$ cat config.mk
export PLATFORM = sky130hd
export DESIGN_NAME = cnot_cascade_sequencer_flat
export DESIGN_NICKNAME = d
export VERILOG_FILES = /design/src/rtl/cnot_cascade_sequencer_if.sv /design/src/rtl/cnot_cascade_sequencer.sv /design/src/flat_wrapper.sv
export SDC_FILE = /design/constraint.sdc
export NUM_CORES = 1
export LEC_CHECK = 0
export CORE_ASPECT_RATIO = 0.5
export CORE_MARGIN = 8
export CORE_UTILIZATION = 30
export CTS_CLUSTER_SIZE = 30
export DETAILED_ROUTE_END_ITERATION = 8
export MAX_ROUTING_LAYER = met4
export PLACE_DENSITY_LB_ADDON = 0.12
export SYNTH_ARGS = -nofsm -noshare
export SYNTH_HDL_FRONTEND = slang
export SYNTH_SLANG_ARGS = --single-unit
$ cat constraint.sdc
create_clock -name clk -period 2.5 [get_ports clk]
set_clock_uncertainty 0.15 [all_clocks]
set_input_delay 0.375 -clock clk [delete_from_list [all_inputs] [get_ports clk]]
set_output_delay 0.375 -clock clk [all_outputs]
set_load 0.005 [all_outputs]
$ cat src/rtl/cnot_cascade_sequencer_if.sv
// Gate-program load port for cnot_cascade_sequencer.
// Toffoli fields exist only with CNOT_SEQ_TOFFOLI_EN.
interface cnot_cascade_sequencer_if #(
  parameter int WIDTH = 8
);
  localparam int IW = $clog2(WIDTH);

  logic          prog_valid;
  logic          prog_ready;
  logic [IW-1:0] prog_ctrl;
  logic [IW-1:0] prog_tgt;
`ifdef CNOT_SEQ_TOFFOLI_EN
  logic [IW-1:0] prog_ctrl2;
  logic          prog_c2_en;
`endif

  modport master (
    output prog_valid,
    output prog_ctrl,
    output prog_tgt,
`ifdef CNOT_SEQ_TOFFOLI_EN
    output prog_ctrl2,
    output prog_c2_en,
`endif
    input  prog_ready
  );

  modport slave (
    input  prog_valid,
    input  prog_ctrl,
    input  prog_tgt,
`ifdef CNOT_SEQ_TOFFOLI_EN
    input  prog_ctrl2,
    input  prog_c2_en,
`endif
    output prog_ready
  );
endinterface

$ cat src/rtl/cnot_cascade_sequencer.sv
// Programmable CNOT cascade, run forward or in reverse.
// Optional Toffoli entries: define CNOT_SEQ_TOFFOLI_EN.
module cnot_cascade_sequencer #(
  parameter int WIDTH = 8,
  parameter int DEPTH = 8,
  localparam int IW = $clog2(WIDTH),
  localparam int CW = $clog2(DEPTH + 1)
) (
  input  logic                      clk,
  input  logic                      rst,
  cnot_cascade_sequencer_if.slave   prog,
  input  logic                      prog_clear,
  input  logic                      start,
  input  logic                      dir,
  input  logic [WIDTH-1:0]          data_in,
  output logic [WIDTH-1:0]          data_out,
  output logic                      busy,
  output logic                      done,
  output logic [CW-1:0]             gate_count,
  output logic                      err
);
  localparam int PW = (DEPTH > 1) ? $clog2(DEPTH) : 1;

  typedef enum logic [1:0] {
    S_IDLE,
    S_RUN,
    S_DONE
  } state_t;

  state_t           state_q;
  logic [WIDTH-1:0] data_q;
  logic [WIDTH-1:0] data_d;
  logic [CW-1:0]    count_q;
  logic [PW-1:0]    ptr_q;
  logic             dir_q;
  logic             busy_q;
  logic             done_q;
  logic             err_q;

  logic [IW-1:0]    ctrl_mem_q [DEPTH];
  logic [IW-1:0]    tgt_mem_q  [DEPTH];
`ifdef CNOT_SEQ_TOFFOLI_EN
  logic [IW-1:0]    ctrl2_mem_q [DEPTH];
  logic             c2en_mem_q  [DEPTH];
`endif

  logic             ready;
  logic             fire;
  logic             gate_ok;
  logic             wr_en;
  logic [CW-1:0]    last_idx;
  logic             at_last;
  logic [IW-1:0]    g_ctrl;
  logic [IW-1:0]    g_tgt;
  logic             c2_bit;

  assign ready = (state_q == S_IDLE) && !start && !prog_clear
               && (count_q < CW'(DEPTH));
  assign prog.prog_ready = ready;
  assign fire  = prog.prog_valid && ready;

  // Gate legality: distinct, in-range bit indices
  always_comb begin
    gate_ok = (prog.prog_ctrl != prog.prog_tgt)
            && ({1'b0, prog.prog_ctrl} < (IW+1)'(WIDTH))
            && ({1'b0, prog.prog_tgt}  < (IW+1)'(WIDTH));
`ifdef CNOT_SEQ_TOFFOLI_EN
    if (prog.prog_c2_en) begin
      gate_ok = gate_ok
              && (prog.prog_ctrl2 != prog.prog_tgt)
              && (prog.prog_ctrl2 != prog.prog_ctrl)
              && ({1'b0, prog.prog_ctrl2} < (IW+1)'(WIDTH));
    end
`endif
  end

  assign wr_en = fire && gate_ok && !rst;

  // Program memory write; entries are never erased
  always_ff @(posedge clk) begin
    if (wr_en) begin
      ctrl_mem_q[count_q[PW-1:0]] <= prog.prog_ctrl;
      tgt_mem_q[count_q[PW-1:0]]  <= prog.prog_tgt;
`ifdef CNOT_SEQ_TOFFOLI_EN
      ctrl2_mem_q[count_q[PW-1:0]] <= prog.prog_ctrl2;
      c2en_mem_q[count_q[PW-1:0]]  <= prog.prog_c2_en;
`endif
    end
  end

  assign last_idx = count_q - CW'(1);
  assign at_last  = dir_q ? (ptr_q == '0)
                          : (CW'(ptr_q) == last_idx);
  assign g_ctrl   = ctrl_mem_q[ptr_q];
  assign g_tgt    = tgt_mem_q[ptr_q];

`ifdef CNOT_SEQ_TOFFOLI_EN
  assign c2_bit = c2en_mem_q[ptr_q] ? data_q[ctrl2_mem_q[ptr_q]] : 1'b1;
`else
  assign c2_bit = 1'b1;
`endif

  // Shared gate datapath: tgt ^= ctrl (& ctrl2)
  always_comb begin
    data_d = data_q;
    data_d[g_tgt] = data_q[g_tgt] ^ (data_q[g_ctrl] & c2_bit);
  end

  // Control FSM with registered status outputs
  always_ff @(posedge clk) begin
    if (rst) begin
      state_q <= S_IDLE;
      data_q  <= '0;
      count_q <= '0;
      ptr_q   <= '0;
      dir_q   <= 1'b0;
      busy_q  <= 1'b0;
      done_q  <= 1'b0;
      err_q   <= 1'b0;
    end else begin
      unique case (state_q)
        S_IDLE: begin
          if (prog_clear) begin
            count_q <= '0;
            err_q   <= 1'b0;
          end else if (start) begin
            data_q <= data_in;
            dir_q  <= dir;
            if (count_q != '0) begin
              state_q <= S_RUN;
              busy_q  <= 1'b1;
              ptr_q   <= dir ? last_idx[PW-1:0] : '0;
            end else begin
              state_q <= S_DONE;
              done_q  <= 1'b1;
            end
          end else if (fire) begin
            if (gate_ok) begin
              count_q <= count_q + CW'(1);
            end else begin
              err_q <= 1'b1;
            end
          end
        end
        S_RUN: begin
          data_q <= data_d;
          if (at_last) begin
            state_q <= S_DONE;
            busy_q  <= 1'b0;
            done_q  <= 1'b1;
          end else begin
            ptr_q <= dir_q ? ptr_q - PW'(1) : ptr_q + PW'(1);
          end
        end
        S_DONE: begin
          state_q <= S_IDLE;
          done_q  <= 1'b0;
        end
        default: begin
          state_q <= S_IDLE;
          busy_q  <= 1'b0;
          done_q  <= 1'b0;
        end
      endcase
    end
  end

  assign data_out   = data_q;
  assign busy       = busy_q;
  assign done       = done_q;
  assign gate_count = count_q;
  assign err        = err_q;
endmodule
$ cat src/flat_wrapper.sv
// flat-port wrapper written by rule: the top's interface ports become plain ports
module cnot_cascade_sequencer_flat 
#(
  parameter int WIDTH = 8,
  parameter int DEPTH = 8,
  localparam int IW = $clog2(WIDTH),
  localparam int CW = $clog2(DEPTH + 1)
)
  (clk, rst, prog_clear, start, dir, data_in, data_out, busy, done, gate_count, err, prog_prog_valid, prog_prog_ctrl, prog_prog_tgt, prog_prog_ready);
  cnot_cascade_sequencer_if #(.WIDTH(WIDTH)) prog_i ();
  input  logic clk;
  input  logic rst;
  input  logic prog_clear;
  input  logic start;
  input  logic dir;
  input  logic [WIDTH-1:0] data_in;
  output logic [WIDTH-1:0] data_out;
  output logic busy;
  output logic done;
  output logic [CW-1:0] gate_count;
  output logic err;
  input wire logic [$bits(prog_i.prog_valid)-1:0] prog_prog_valid;
  input wire logic [$bits(prog_i.prog_ctrl)-1:0] prog_prog_ctrl;
  input wire logic [$bits(prog_i.prog_tgt)-1:0] prog_prog_tgt;
  output wire logic [$bits(prog_i.prog_ready)-1:0] prog_prog_ready;
  assign prog_i.prog_valid = prog_prog_valid;
  assign prog_i.prog_ctrl = prog_prog_ctrl;
  assign prog_i.prog_tgt = prog_prog_tgt;
  assign prog_prog_ready = prog_i.prog_ready;
  cnot_cascade_sequencer #(.WIDTH(WIDTH), .DEPTH(DEPTH)) u_core (.clk(clk), .rst(rst), .prog(prog_i), .prog_clear(prog_clear), .start(start), .dir(dir), .data_in(data_in), .data_out(data_out), .busy(busy), .done(done), .gate_count(gate_count), .err(err));
endmodule
Word level (Yosys, flattened, before mapping)

Memory sizes are Yosys's and may differ from the RTL's. A register that Yosys moved wholly into a read port is not among the register bits.
Index checks and enable logic that the tools add are counted.

Add/subtract/negate cells: 4
Order comparisons: 4
Equality and inequality tests: 12
Mux-type cells: 47
Bitwise gates (word level): 3
Reductions and logical operators: 24

Operators with widths:

| cell                                               | number |
|---|---|
| two-way mux 3 bit                                  | 10 |
| two-way mux 1 bit                                  | 18 |
| two-way mux 4 bit                                  | 4 |
| two-way mux 8 bit                                  | 2 |
| case mux 8 bit (2 select lines)                    | 1 |
| != test 2 bit, second input constant               | 7 |
| AND reduction 4 bit                                | 3 |
| AND reduction 5 bit                                | 2 |
| AND reduction 3 bit                                | 3 |
| bitwise mux 8 bit                                  | 1 |
| < comparator 3 x 4 -> 1 bit, second input constant | 2 |
| two-way mux 2 bit                                  | 4 |
| logical AND 1 bit                                  | 7 |
| binary-select mux 1 bit (select 3 bit)             | 2 |
| case mux 3 bit (2 select lines)                    | 1 |
| nonzero test 2 bit                                 | 3 |
| adder 4 x 1 -> 4 bit, second input constant        | 1 |
| equality test 3 x 4 -> 1 bit                       | 1 |
| < comparator 4 bit, second input constant          | 1 |
| case mux 2 bit (2 select lines)                    | 1 |
| nonzero test 4 bit                                 | 1 |
| subtractor 4 x 1 -> 4 bit, second input constant   | 1 |
| adder 3 x 1 -> 3 bit, second input constant        | 1 |
| demux 1 bit (select 3 bit)                         | 1 |
| 13 further kinds                                   | 16 |

Register bits after elaboration: 21
RAM bits: 48
Input port bits: 20
Output and inout bits: 16
Logic and storage cells: 104
Memories kept: 2

Memory list:

| memory            | depth | bits a word | read ports | clocked after Yosys merged registers in | write ports | RTL line                     | RTL |
|---|---|---|---|---|---|---|---|
| u_core.ctrl_mem_q | 8     | 3           | 1          | 1                                       | 1           | cnot_cascade_sequencer.sv:40 | `logic [IW-1:0] ctrl_mem_q [DEPTH];` |
| u_core.tgt_mem_q  | 8     | 3           | 1          | 1                                       | 1           | cnot_cascade_sequencer.sv:41 | `logic [IW-1:0] tgt_mem_q [DEPTH];` |

Logic depth before layout (Yosys ltp)

Word-level depth: 9
Gate-level depth with buffers: 9
Gate-level depth less buffers: 8

Worst setup path after synthesis

No wires, ideal clock.

Path kind: input to register
From: input prog_clear
To: memory u_core.ctrl_mem_q[1][0] (netlist bit), enable pin
Library setup time: 377 ps
Arrival: 2,057 ps
Required time: 1,973 ps
Path slack: -84 ps
Stages on the path: 5
Path buffers: 0
Path through: nor2_1 nor4b_1 nand2_1 or4_1 nor3_1

Cells in the longest elaborated chain, start to end: 8

RTL lines:

| item                                    | RTL line                     | RTL |
|---|---|---|
| from (decl)                             | flat_wrapper.sv:13           | `input logic prog_clear;` |
| zero test 1 bit                         | cnot_cascade_sequencer.sv:57 | `assign ready = (state_q == S_IDLE) && !start && !prog_clear` |
| logical AND 1 bit                       | cnot_cascade_sequencer.sv:57 |  |
| logical AND 1 bit                       | cnot_cascade_sequencer.sv:58 | `&& (count_q < CW'(DEPTH));` |
| net prog_prog_ready                     | flat_wrapper.sv:25           | `output wire logic [$bits(prog_i.prog_ready)-1:0] prog_prog_ready;` |
| logical AND 1 bit                       | cnot_cascade_sequencer.sv:60 | `assign fire = prog.prog_valid && ready;` |
| logical AND 1 bit (2 in a row)          | cnot_cascade_sequencer.sv:77 | `assign wr_en = fire && gate_ok && !rst;` |
| two-way mux 1 bit                       | cnot_cascade_sequencer.sv:81 | `if (wr_en) begin` |
| two-way mux 1 bit (implied by the code) | cnot_cascade_sequencer.sv:82 | `ctrl_mem_q[count_q[PW-1:0]] <= prog.prog_ctrl;` |
| to (decl)                               | cnot_cascade_sequencer.sv:40 |  |

The timed path passes the listed nets, and every way through them passes these cells.

==> impl_results.md <==
- Status: finished, violations left
- Failing checks: negative setup slack
- TritonCTS Buffers: 9
- Drt via density: 4.943
- Synth Area in XOR/XNOR: 0.02788
- Width of the die: 166.8 um
- Ant diodes: 0
- CTS clock-pin slew for the worst setup and hold paths: 0.06 ns
- Ys flop type: edfxtp_1
- Total vias in the final route: 2,516
- RSZ-0062 raised after global routing: true
- Fin cells: 509
- Mapped Cells: 266
- YS warnings: 0
- Period minus WS final: 2.550 ns
- Max-cap violations: 0
- Initial antenna violation count: 0
- CP max stage delay: 0.59 ns
- Clock Sinks: 72
- Syn Nets: 290
- Most common cell after layout, fill and taps aside: buf_4
- Seq cells post-synth: 72
- Vias in the first global route: 2,540
- Compound-Gate Fraction of Synth Area: 0.1141
- Critical Path Sink Type: flop
- Seq/Total Area, Yosys: 0.5635
- Drt first pass iters: 4
- CTS max path bufs: 2
- Leakage: 0.001633 uW
- Period utilization: 1.020
- Drt initial violations: 188
- Most frequent cells in the layout: buf_4 (56), edfxtp_1 (48), clkdlybuf4s50_1 (35)
- H-tree depth: 3
- Setup WS post-layout: -0.04961 ns
- Final setup vio count: 6
- Largest net degree at the start of global routing: 25
- Post-Place Worst Slack: -0.2461 ns
- Io pins: 36
- Worst setup SP type: flop
- Worst path slowest cell: mux4_2
- Crit Path Class: flop to flop
- Final nets: 383
- Row count: 27
- Layout cells sized above 1: 0.2802
- Adder-Cell Fraction of Synth Area: 0.01687
- Post-Route WL: 9417 um
- HPWL Detailed: 6948 um
- Wire per inst: 18.50 um
- Async set or reset register ratio after synthesis: 0
- Hold Violations, Final: 0
- Fmax: 0.3922 GHz
- Starting density of the core: 0.3088
- IO Port Bufs: 35
- Post-synthesis area per instance: 12.82 um^2
- Library cells used by synthesis: 53
- Root Driver: clkbuf_16
- Area of the core: 11,050 um^2
- Antenna Nets Post-Route: 0
- Slew Limit Headroom: 0.7012
- Simple-gate share of the synthesized area: 0.1104
- CTS tree: done
- Die ar.: 15,240 um^2
- Pwr Total: 2841 uW
- EDFF count, synth: 48
- First-pass GRT wire length: 14,570 um
- Most frequent CP cell: mux2i_1
- Total global-route track usage: 0.1291
- Grt total ovfl: 0
- Data required time of the critical path: 2.60 ns
- Die Span Y: 91.40 um
- DRC: 0
- R2R cell count: 8
- Peak supply drop: 0.3387 mV
- RePlAce Congestion: 0.8537
- Worst-Skew Late Latency: 0.34 ns
- Post-synthesis mux area share: 0.1354
- Worst Path Max Fanout: 9
- Max-slew violation count: 0
- Area delta synth->final: 37.34%
- Crit path DAT: 2.65 ns
- Number of fill cells: 1,040
- Worst R2R End: u_core.data_out[0]
- Crit-path cells: buf_12, mux2i_1, mux4_2, mux2i_1, mux2i_1, mux2i_4, xor2_4, a2111oi_4
- Synthesized cell area: 3411 um^2
- Worst R2R Setup Slack: -0.05 ns
- Cell Pwr Density: 606.5 nW/um^2
- Placed insts: 489
- Largest family of logic cells by synthesized area: multiplexers
- Worst slew pin tran: 0.4447 ns
- HP Class: flop to flop
- CP endpoint: u_core.data_out[0]
==> area by class of cell <==
| cell class | instances | area (um^2) | share of cell area |
|---|---|---|---|
| sequential | 72 | 1926 | 0.4111 |
| multi-input combinational | 175 | 1451 | 0.3098 |
| timing repair buffer | 94 | 813.3 | 0.1736 |
| clock buffer | 9 | 225.2 | 0.04808 |
| tap | 145 | 181.4 | 0.03873 |
| clock inverter | 7 | 61.31 | 0.01309 |
| inverter | 7 | 26.28 | 0.005609 |
==> routing by layer <==
metal / up-vias / part of all wire / GRT usage
li1: 1206 / - / -
met2: 59 / 0.46 / 0.2034
met1: 1238 / 0.48 / 0.1624
met4: 0 / 0.015 / 0.04244
met5: - / 0 / -
met3: 13 / 0.040 / 0.02979
==> flip-flops by register name (all words and copies together) (netlist names), named ones only <==
name,count
u_core.ctrl_mem_q,24
u_core.tgt_mem_q,24
u_core.data_out,8
u_core.gate_count,4
u_core.ptr_q,3
u_core.state_q,2
u_core.busy,1
u_core.dir_q,1
u_core.done,1
u_core.err,1
==> worst max-delay path: cells and delay by family, from the launching register on <==
kind	cells	cell delay [ns]
xor+xnor	1	0.21
mux	5	1.30
buf+inv	1	0.14
flops	1	0.33
compound gates	1	0.31
==> synthesized netlist by cell type, drive strengths merged, types with 3 or more instances <==
| master | count | share of area |
|---|---|---|
| a2111oi | 3 | 0.011 |
| xor2 | 9 | 0.025 |
| mux2i | 19 | 0.061 |
| o41ai | 3 | 0.0099 |
| nor3 | 8 | 0.012 |
| buf | 6 | 0.018 |
| inv | 7 | 0.0077 |
| a211oi | 7 | 0.017 |
| nor2b | 3 | 0.0055 |
| ha | 3 | 0.011 |
| mux4 | 10 | 0.072 |
| o21ai | 3 | 0.0055 |
| dfxtp | 24 | 0.14 |
| nand2b | 7 | 0.013 |
| a21oi | 15 | 0.024 |
| o211ai | 3 | 0.0066 |
| nand4 | 3 | 0.0055 |
| nand2 | 15 | 0.017 |
| nand3b | 3 | 0.0066 |
| nor2 | 33 | 0.036 |
| clkbuf | 6 | 0.0066 |
| edfxtp | 48 | 0.42 |
==> stage by stage <==
| step | area [um^2] | TNS, ns | util | hold slack, ns |
|---|---|---|---|---|
| floorplan | 3421 | 0 | - | 0.3105 |
| global placement | 4295 | -10.99 | 0.3888 | 0.3025 |
| detailed placement | 4295 | -11.76 | 0.3888 | 0.3285 |
| CTS | 4623 | -0.4659 | 0.4185 | 0.3374 |
| global route | 4684 | -1.063 | 0.4241 | 0.3734 |
| finish | 4684 | -0.1609 | 0.4241 | 0.3403 |
==> power by group <==
| part | leakage (uW) | switching (uW) | internal [uW] | total [uW] |
|---|---|---|---|---|
| Combinational | 0.000870 | 146 | 152 | 299 |
| Clock | 0.000135 | 551 | 690 | 1240 |
| Sequential | 0.000628 | 16.7 | 1280 | 1300 |
==> kinds of logic after synthesis <==
logic type	count (synthesis)
and+or+nand+nor	80
DFF	72
AOI/OAI and AO/OA	51
muxes	30
buffers and inverters	19
xor gates and xnor gates	10
adders and majority gates	4
==> how the worst min path moves through the flow <==
| stage | from | endpoint | slack, ns | cells past startpoint |
|---|---|---|---|---|
| after global routing | u_core.dir_q | u_core.dir_q | 0.37 | 2 |
| after CTS | u_core.dir_q | u_core.dir_q | 0.34 | 2 |
| final | u_core.dir_q | u_core.dir_q | 0.34 | 2 |
| after detailed placement | u_core.dir_q | u_core.dir_q | 0.33 | 2 |
| after floorplan | u_core.err | u_core.err | 0.31 | 2 |
| after global placement | u_core.err | u_core.err | 0.30 | 2 |
==> repair_timing <==
action | in CTS | in global routing
hold buffers | 0 | 0
setup buffers | 2 | 2
gates resized for setup | 6 | 8
endpoints found under the setup margin | 8 | 57
pin swaps | 1 | 2
No activity file was read; power rests on OpenSTA's default activity.
